### src/rtl/mcycle_ctrl_ws.sv
// Multicycle processor control FSM with optional extended opcodes, an illegal-opcode
// trap, and cycle/retired-instruction counters.
module mcycle_ctrl_ws #(
  parameter int unsigned CNT_W           = 32,
  parameter bit          EN_EXT          = 1'b1,
  parameter bit          HALT_ON_ILLEGAL = 1'b1
) (
  input  logic             clk,
  input  logic             reset_n,
  input  logic [5:0]       op,
  input  logic             zero,
  input  logic             memrdy,
  output logic             memreq,
  output logic             pcen,
  output logic             irwrite,
  output logic             memwrite,
  output logic             regwrite,
  output logic             alusrca,
  output logic             iord,
  output logic [1:0]       regdst,
  output logic [1:0]       wdsel,
  output logic [1:0]       alusrcb,
  output logic [1:0]       pcsrc,
  output logic             zeroext,
  output logic [2:0]       aluop,
  output logic             illegal,
  output logic [CNT_W-1:0] cyclecnt,
  output logic [CNT_W-1:0] instrcnt
);

  // state   | meaning
  // FETCH   | read instruction, PC+4 ; DECODE | register read, branch target
  // MEMADR  | lw/sw address           ; MEMRD/MEMWB | load access / writeback
  // MEMWR   | store access            ; RTYPEEX/RTYPEWB | R-type execute / writeback
  // BEQEX/BNEEX | branch resolve      ; ADDIEX/ANDIEX/ORIEX | immediate execute
  // IMMWB   | immediate writeback     ; JEX/JALEX | jump / jump-and-link
  // HALT    | stopped after illegal opcode, left only by reset
  typedef enum logic [4:0] {
    FETCH, DECODE, MEMADR, MEMRD, MEMWB, MEMWR, RTYPEEX, RTYPEWB, BEQEX, BNEEX,
    ADDIEX, ANDIEX, ORIEX, IMMWB, JEX, JALEX, HALT
  } state_t;

  localparam logic [5:0] OP_RTYPE = 6'b000000;
  localparam logic [5:0] OP_J     = 6'b000010;
  localparam logic [5:0] OP_JAL   = 6'b000011;
  localparam logic [5:0] OP_BEQ   = 6'b000100;
  localparam logic [5:0] OP_BNE   = 6'b000101;
  localparam logic [5:0] OP_ADDI  = 6'b001000;
  localparam logic [5:0] OP_ANDI  = 6'b001100;
  localparam logic [5:0] OP_ORI   = 6'b001101;
  localparam logic [5:0] OP_LW    = 6'b100011;
  localparam logic [5:0] OP_SW    = 6'b101011;

  state_t state, state_nxt;
  logic   bad_op;

  always_ff @(posedge clk) begin
    if (!reset_n) begin
      state    <= FETCH;
      illegal  <= 1'b0;
      cyclecnt <= '0;
      instrcnt <= '0;
    end else begin
      state <= state_nxt;
      if (bad_op) illegal <= 1'b1;
      if (state != HALT) cyclecnt <= cyclecnt + CNT_W'(1);
      if (state_nxt == FETCH && state != FETCH) instrcnt <= instrcnt + CNT_W'(1);
    end
  end

  always_comb begin
    state_nxt = state;
    bad_op    = 1'b0;
    memreq    = 1'b0;
    pcen      = 1'b0;
    irwrite   = 1'b0;
    memwrite  = 1'b0;
    regwrite  = 1'b0;
    alusrca   = 1'b0;
    iord      = 1'b0;
    regdst    = 2'b00;
    wdsel     = 2'b00;
    alusrcb   = 2'b00;
    pcsrc     = 2'b00;
    zeroext   = 1'b0;
    aluop     = 3'b000;
    case (state)
      FETCH: begin
        memreq  = 1'b1;
        alusrcb = 2'b01;
        irwrite = memrdy;
        pcen    = memrdy;
        if (memrdy) state_nxt = DECODE;
      end
      DECODE: begin
        alusrcb = 2'b11;
        case (op)
          OP_LW, OP_SW: state_nxt = MEMADR;
          OP_RTYPE:     state_nxt = RTYPEEX;
          OP_BEQ:       state_nxt = BEQEX;
          OP_ADDI:      state_nxt = ADDIEX;
          OP_J:         state_nxt = JEX;
          OP_BNE:       if (EN_EXT) state_nxt = BNEEX;  else bad_op = 1'b1;
          OP_ANDI:      if (EN_EXT) state_nxt = ANDIEX; else bad_op = 1'b1;
          OP_ORI:       if (EN_EXT) state_nxt = ORIEX;  else bad_op = 1'b1;
          OP_JAL:       if (EN_EXT) state_nxt = JALEX;  else bad_op = 1'b1;
          default:      bad_op = 1'b1;
        endcase
        // A non-halting illegal opcode retires as a no-op through FETCH.
        if (bad_op) state_nxt = HALT_ON_ILLEGAL ? HALT : FETCH;
      end
      MEMADR: begin
        alusrca   = 1'b1;
        alusrcb   = 2'b10;
        state_nxt = (op == OP_LW) ? MEMRD : MEMWR;
      end
      MEMRD: begin
        memreq = 1'b1;
        iord   = 1'b1;
        if (memrdy) state_nxt = MEMWB;
      end
      MEMWB: begin
        regwrite  = 1'b1;
        wdsel     = 2'b01;
        state_nxt = FETCH;
      end
      MEMWR: begin
        memreq   = 1'b1;
        iord     = 1'b1;
        memwrite = 1'b1;
        if (memrdy) state_nxt = FETCH;
      end
      RTYPEEX: begin
        alusrca   = 1'b1;
        aluop     = 3'b010;
        state_nxt = RTYPEWB;
      end
      RTYPEWB: begin
        regwrite  = 1'b1;
        regdst    = 2'b01;
        state_nxt = FETCH;
      end
      BEQEX, BNEEX: begin
        alusrca   = 1'b1;
        aluop     = 3'b001;
        pcsrc     = 2'b01;
        pcen      = (state == BEQEX) ? zero : ~zero;
        state_nxt = FETCH;
      end
      ADDIEX, ANDIEX, ORIEX: begin
        alusrca   = 1'b1;
        alusrcb   = 2'b10;
        zeroext   = (state != ADDIEX);
        aluop     = (state == ADDIEX) ? 3'b000 : (state == ANDIEX) ? 3'b011 : 3'b100;
        state_nxt = IMMWB;
      end
      IMMWB: begin
        regwrite  = 1'b1;
        state_nxt = FETCH;
      end
      JEX: begin
        pcen      = 1'b1;
        pcsrc     = 2'b10;
        state_nxt = FETCH;
      end
      JALEX: begin
        pcen      = 1'b1;
        pcsrc     = 2'b10;
        regwrite  = 1'b1;
        regdst    = 2'b10;
        wdsel     = 2'b10;
        state_nxt = FETCH;
      end
      HALT: state_nxt = HALT;
      default: state_nxt = FETCH;
    endcase
  end

endmodule
### config.mk
export PLATFORM = sky130hd
export DESIGN_NAME = mcycle_ctrl_ws
export DESIGN_NICKNAME = d
export VERILOG_FILES = /design/src/rtl/mcycle_ctrl_ws.sv
export SDC_FILE = /design/constraint.sdc
export NUM_CORES = 1
export LEC_CHECK = 0
export CORE_MARGIN = 1
export CORE_UTILIZATION = 40
export DETAILED_ROUTE_END_ITERATION = 8
export PLACE_DENSITY = 0.63
export SYNTH_ARGS = -nofsm -noshare
export SYNTH_HDL_FRONTEND = slang
export SYNTH_SLANG_ARGS = --single-unit
### constraint.sdc
create_clock -name clk -period 2.7 [get_ports clk]
set_input_delay 0.27 -clock clk [delete_from_list [all_inputs] [get_ports clk]]
set_output_delay 0.27 -clock clk [all_outputs]
set_load 0.1 [all_outputs]
==> results of run 1 <==
==> worst min-delay path: cells and delay by family (launching register included) <==
kind             cells  cell delay [ns]
DFF                  1             0.34
and+or+nand+nor      2             0.11
==> per-layer routing <==
metal  global-route usage  routed length, um
met3              0.05780                550
met1               0.2752               4777
met2               0.3406               4615
met4              0.04638                 95
met5                    0                  0
==> synth_stat cells (all sizes together), types with 2 or more instances <==
| cell | count | area share |
|---|---|---|
| and4 | 10 | 0.023 |
| nand4 | 19 | 0.031 |
| a211o | 2 | 0.0046 |
| nor2b | 7 | 0.011 |
| and3b | 3 | 0.0068 |
| o21ai | 27 | 0.035 |
| nand2 | 39 | 0.038 |
| o211ai | 5 | 0.0098 |
| buf | 10 | 0.016 |
| o31ai | 15 | 0.029 |
| a21o | 2 | 0.0039 |
| nor2 | 46 | 0.045 |
| a21oi | 41 | 0.053 |
| o21a | 3 | 0.0059 |
| clkbuf | 19 | 0.019 |
| a31oi | 2 | 0.0033 |
| nor4 | 5 | 0.0082 |
| and2 | 6 | 0.0098 |
| nand2b | 7 | 0.011 |
| or4 | 16 | 0.031 |
| or3 | 19 | 0.031 |
| ha | 2 | 0.0065 |
| nand3 | 20 | 0.027 |
| o211a | 2 | 0.0052 |
| a2bb2oi | 2 | 0.0046 |
| nor3b | 3 | 0.0059 |
| inv | 12 | 0.012 |
| nor3 | 10 | 0.014 |
| xor2 | 21 | 0.048 |
| mux2i | 2 | 0.0052 |
| xnor2 | 12 | 0.027 |
| dfxtp | 70 | 0.37 |
| or2 | 2 | 0.0033 |
| and3 | 8 | 0.013 |
==> cell families (layout without fill, tap and decap cells) <==
logic type,count (synthesis),count (layout),share of synthesized area
fa+ha+maj,2,2,0.006520
simple gates,222,222,0.3153
mux,3,3,0.008151
xor+xnor,33,33,0.07532
flops,70,70,0.3652
buf+inv,41,154,0.04597
compound gates,112,112,0.1836
==> metrics by stage <==
stage               power (uW)  instance area (um2)  setup WS, ns  utilization
floorplan                 1361                 3935       -0.5923            -
global placement          1477                 4996      -0.07378       0.5381
detailed placement        1483                 4996       -0.1530       0.5381
CTS                       2373                 5205        0.1977       0.5606
global route              2440                 5205       0.06550       0.5606
finish                    2349                 5205        0.1940       0.5606
==> power by group <==
part           internal (uW)  switching, uW  total, uW
clock                    481            410        891
sequential              1040           19.2       1060
combinational            129            266        394
total                   1650            694       2350
==> sequential cells by signal (all words and copies together), names as in the netlist <==
name      flops
instrcnt     32
state         5
illegal       1
cyclecnt     32
==> final timing paths <==
check | end | slack, ns | start
setup reg to reg | instrcnt[4] | 0.20 | state[2]
setup / recovery | instrcnt[4] | 0.19 | op[3]
hold reg to reg | illegal | 0.48 | illegal
hold / removal | illegal | 0.48 | illegal
==> final cells by class <==
cell class,count,area share
Clock buffer,12,0.02981
Clock inverter,4,0.01034
Timing Repair Buffer,126,0.2029
Tap cell,129,0.03101
Multi-Input combinational cell,372,0.4478
Sequential cell,70,0.2695
Inverter,12,0.008654
==> impl_metrics.tcl, run 1 <==
set metrics [dict create \
    grt_antenna_before_repair 0 \
    wirelength_um 10040 \
    period_share 0.9281 \
    synth_flop_cell "dfxtp_1" \
    numPortBuffers 93 \
    path_max_fanout 17 \
    die_area_um2 9989 \
    dp.cells 709 \
    start_util 0.4133 \
    overflow 0 \
    cp_data_required_time_ns 2.96 \
    arrival_ns 2.77 \
    layout.cells.non_filler 725 \
    wl_per_cell_um 13.85 \
    avgSynthCellArea_um2 7.945 \
    synth_area_um2 3837 \
    finalSetupViolations 0 \
    slew_viol_final 0 \
    layout_common_cells "110 x buf_4, 69 x dfxtp_1, 45 x nor2_1" \
    seq_area_um2 1403 \
    crit_path_max_incr_delay_ns 0.54 \
    rsz0062_at_grt "false" \
    cts-hold-fix-buffers 0 \
    skew_ns 0.01076 \
    cts.sinks 70 \
    coreArea_um2 9284 \
    maxCapViolCount 0 \
    ant_nets 0 \
    grt_pass1_wl_um 17040 \
    die-width_um 99.95 \
    syn-num-nets 495 \
    grt_pass1_vias 3630 \
    hold_path_depth 2 \
    crit_slowest_cell "or4_1" \
    clock_latency_ns 0.35 \
    viasPerCell 5.433 \
    path_cells "clkdlybuf4s50_1 -> or4_1 -> o2111a_1 -> and3b_1 -> nand3_2 -> or4_1 -> a21oi_1" \
    timing.critical_path.buf_inv 1 \
    first_iter_violations 114 \
    fin_tns_setup_ns 0 \
    yosysWarnings 0 \
    slew_headroom 0.5790 \
    grt_max_degree 62 \
    fillerInstances 883 \
    fin_nets 603 \
    synth_edf_count 0 \
    power_density_nw_per_um2 451.2 \
    cp-end-kind "register" \
    hold_viol 0 \
    post_cts_buffers 0 \
    synth_seq_cells 70 \
    crit_family "simple AND/OR/NAND/NOR gates" \
    hp-class "register to register" \
    layout_commonest_cell "buf_4" \
    reg2reg_depth 6 \
    yosysSeqAreaShare 0.3652 \
    firstDrtPassIters 4 \
    cts_made_buffers 9 \
    path_clk_slew_ns 0.08 \
    drive_gt1_frac 0.2584 \
    synth_cells 483 \
    cts_root_buffer "clkbuf_8" \
    cpMostUsedCell "or4_1" \
    h-tree-depth 3 \
    drc 0 \
    dp_hpwl_um 7269 \
    worst_pin_slew_ns 0.6315 \
    cp.depth 7 \
    grt_usage 0.2089 \
    ir_drop_mv 0.2477 \
    clock_path_buffers 2 \
    gp_congestion 0.8041 \
    antenna_cells 0 \
    power_leakage_uw 0.001995 \
    multi_input_area_um2 2331 \
    cts_tree "done" \
    io_pins 94 \
    vias 3939 \
    die_y_um 99.95 \
    min_period_ns 2.506 \
    syn_to_final_growth_pct 35.64 \
    ys_async_sr_fraction 0 \
    whs_ns 0.4792 \
    status "finished, final reports clean" \
    num_rows 35 \
    ys_types 53 \
    critPathLaunchType "input pin" \
    clock.fmax_ghz 0.3990 \
    worst-setup-path-type "input pin to register" \
    cts-resized-gates 0 \
]
Note: power is estimated with default switching activity, not from simulation.
==> inputs of run 2 (changes only) <==
Settings changed: ABC_CLOCK_PERIOD_IN_PS from default to 2700.
==> results of run 2 <==
No change in the layout: final DEF, timing and power equal those of run 1.
==> inputs of run 3 (changes only) <==
Settings changed: CORE_UTILIZATION 40 to 30, PLACE_DENSITY 0.63 to 0.49, SETUP_SLACK_MARGIN from default to 0.4.
==> run 3 against run 2 <==
Against the previous run: clock power up 28%; non-clock buffer count up 11; wire length up 10%; sequential share of layout area down 1.9 points; clock skew down 0.0084 ns; final area up 10%; die area up 33%; power up 13%; global-route usage down 3.6 points; worst setup slack better by 0.27 ns; first-iteration DRC count up 74%; via count up 0.20%.
==> impl_metrics.tcl, run 3 (synthesized netlist as in run 1, its figures left out) <==
set metrics [dict create \
    status "finished, final reports clean" \
    cp-startpoint "state[2]" \
    wirelength_um 11080 \
    numPortBuffers 93 \
    cp-end-kind "register" \
    slew_viol_final 0 \
    timing.rr.start "state[2]" \
    reg_top3 "cyclecnt (32), instrcnt (32), state (5)" \
    antenna_cells 0 \
    timing.critical_path.buf_inv 1 \
    hold_viol 0 \
    place_ws_ns -0.1587 \
    total_power_uw 2648 \
    comb_power_share 0.166 \
    whs_ns 0.4701 \
    h-tree-depth 3 \
    timing.final.ws_setup_ns 0.4609 \
    num_rows 40 \
    finalSetupViolations 0 \
    r2r-end "instrcnt[4]" \
    start_util 0.3130 \
    hp-class "input pin to register" \
    crit_family "simple AND/OR/NAND/NOR gates" \
    fin_util 0.4672 \
    ir_drop_mv 0.3638 \
    layout_commonest_cell "buf_4" \
    grt_antenna_before_repair 0 \
    seq_area_um2 1435 \
    crit_path_max_incr_delay_ns 0.49 \
    sw_frac_of_total 0.2744 \
    grt_pass1_wl_um 18090 \
    worst_pin_slew_ns 0.5181 \
    skew_ns 0.002391 \
    crit_end "instrcnt[4]" \
    cts_tree "done" \
    drc 0 \
    rsz0062_at_grt "true" \
    cp_data_required_time_ns 2.96 \
    seqPwrFrac 0.402 \
    crit_slowest_cell "or4_1" \
    dp_hpwl_um 7913 \
    p_clk_frac 0.432 \
    arrival_ns 2.50 \
    grt_usage 0.1727 \
    worst-setup-path-type "register to register" \
    drive_gt1_frac 0.3405 \
    die_y_um 115.1 \
    fillerInstances 1249 \
    slew_headroom 0.6541 \
    critPathLaunchType "register" \
    io_pins 94 \
    viasPerCell 5.106 \
    firstDrtPassIters 4 \
    gp_congestion 0.8123 \
    syn_to_final_growth_pct 49.30 \
    maxCapViolCount 0 \
    ant_nets 0 \
    cpMostUsedCell "or4_1" \
    overflow 0 \
    coreArea_um2 12260 \
    cts_made_buffers 9 \
    path_cells "or4_1 -> o2111a_2 -> and3b_2 -> buf_4 -> nand3_2 -> or4_1 -> a21oi_1" \
    clock_path_buffers 2 \
    cts_root_buffer "clkbuf_16" \
    postPlaceCellArea_um2 5269 \
    first_iter_violations 198 \
    period_share 0.8293 \
    power_density_nw_per_um2 462.2 \
    die_area_um2 13250 \
    clock_latency_ns 0.33 \
    cp.depth 7 \
    min_period_ns 2.239 \
    intPower_uw 1921 \
    power_leakage_uw 0.002165 \
    power.switching_uw 726.8 \
    reg2reg_slack_ns 0.46 \
    design_area_um2 5729 \
    reg2reg_depth 7 \
    path_max_fanout 5 \
    path_clk_slew_ns 0.05 \
    fin_nets 615 \
    die-width_um 115.1 \
    grt_pass1_vias 3567 \
    multi_input_area_um2 2480 \
    cts.sinks 70 \
    grt_max_degree 39 \
    clock.fmax_ghz 0.4466 \
    vias 3947 \
    wl_per_cell_um 14.34 \
    layout_common_cells "106 x buf_4, 45 x dfxtp_1, 42 x nor2_1" \
]
[run 3: timing repair]
item	CTS	global route
endpoints found under the hold margin	0	0
setup endpoints to repair	30	30
gates cloned	1	1
hold buffers	0	0
pin swaps	8	8
resized for setup	16	16
setup buffers	6	4
[run 3: per-layer routing]
metal	global-route usage	up-vias	share of wire
met5	0	-	0
met4	0.03636	0	0.0075
met3	0.05271	7	0.050
met2	0.2715	88	0.45
met1	0.2329	1852	0.50
li1	-	2000	-
[run 3: metrics by stage]
stage,cells,setup TNS (ns)
after floorplan,483,-3.736
after global placement,748,-0.4549
after detailed placement,748,-1.210
after CTS,768,0
after global routing,773,0
final,773,0
[run 3: layout make-up]
type,count,area share
Clock buffer,11,0.04237
Timing Repair Buffer,137,0.2236
Multi-Input combinational cell,373,0.4328
Sequential cell,70,0.2505
Clock inverter,2,0.006115
Inverter,12,0.007862
Tap cell,168,0.03669
[run 3: how the worst min path moves through the flow]
stage	from	end	slack, ns	cells after the start
2_1_floorplan	reset_n	instrcnt[10]	0.43	2
3_3_place_gp	illegal	illegal	0.47	2
3_5_place_dp	illegal	illegal	0.47	2
4_1_cts	illegal	illegal	0.49	2
5_1_grt	op[4]	state[1]	0.51	5
6_report	op[4]	state[1]	0.47	5
[run 3: worst reg2reg max path, delay by kind of cell (launching register included)]
family / cells / cell delay [ns]
buf+inv: 1 / 0.13
compound gates: 2 / 0.44
flops: 1 / 0.31
simple gates: 4 / 1.28
[run 3: power by group through the flow]
stage / Combinational, uW / Clock [uW] / Sequential (uW)
6_report: 439 / 1140 / 1070
4_1_cts: 434 / 1180 / 1060
5_1_grt: 467 / 1230 / 1070
3_5_place_dp: 417 / 0 / 1090
2_1_floorplan: 222 / 0 / 1150
3_3_place_gp: 412 / 0 / 1090
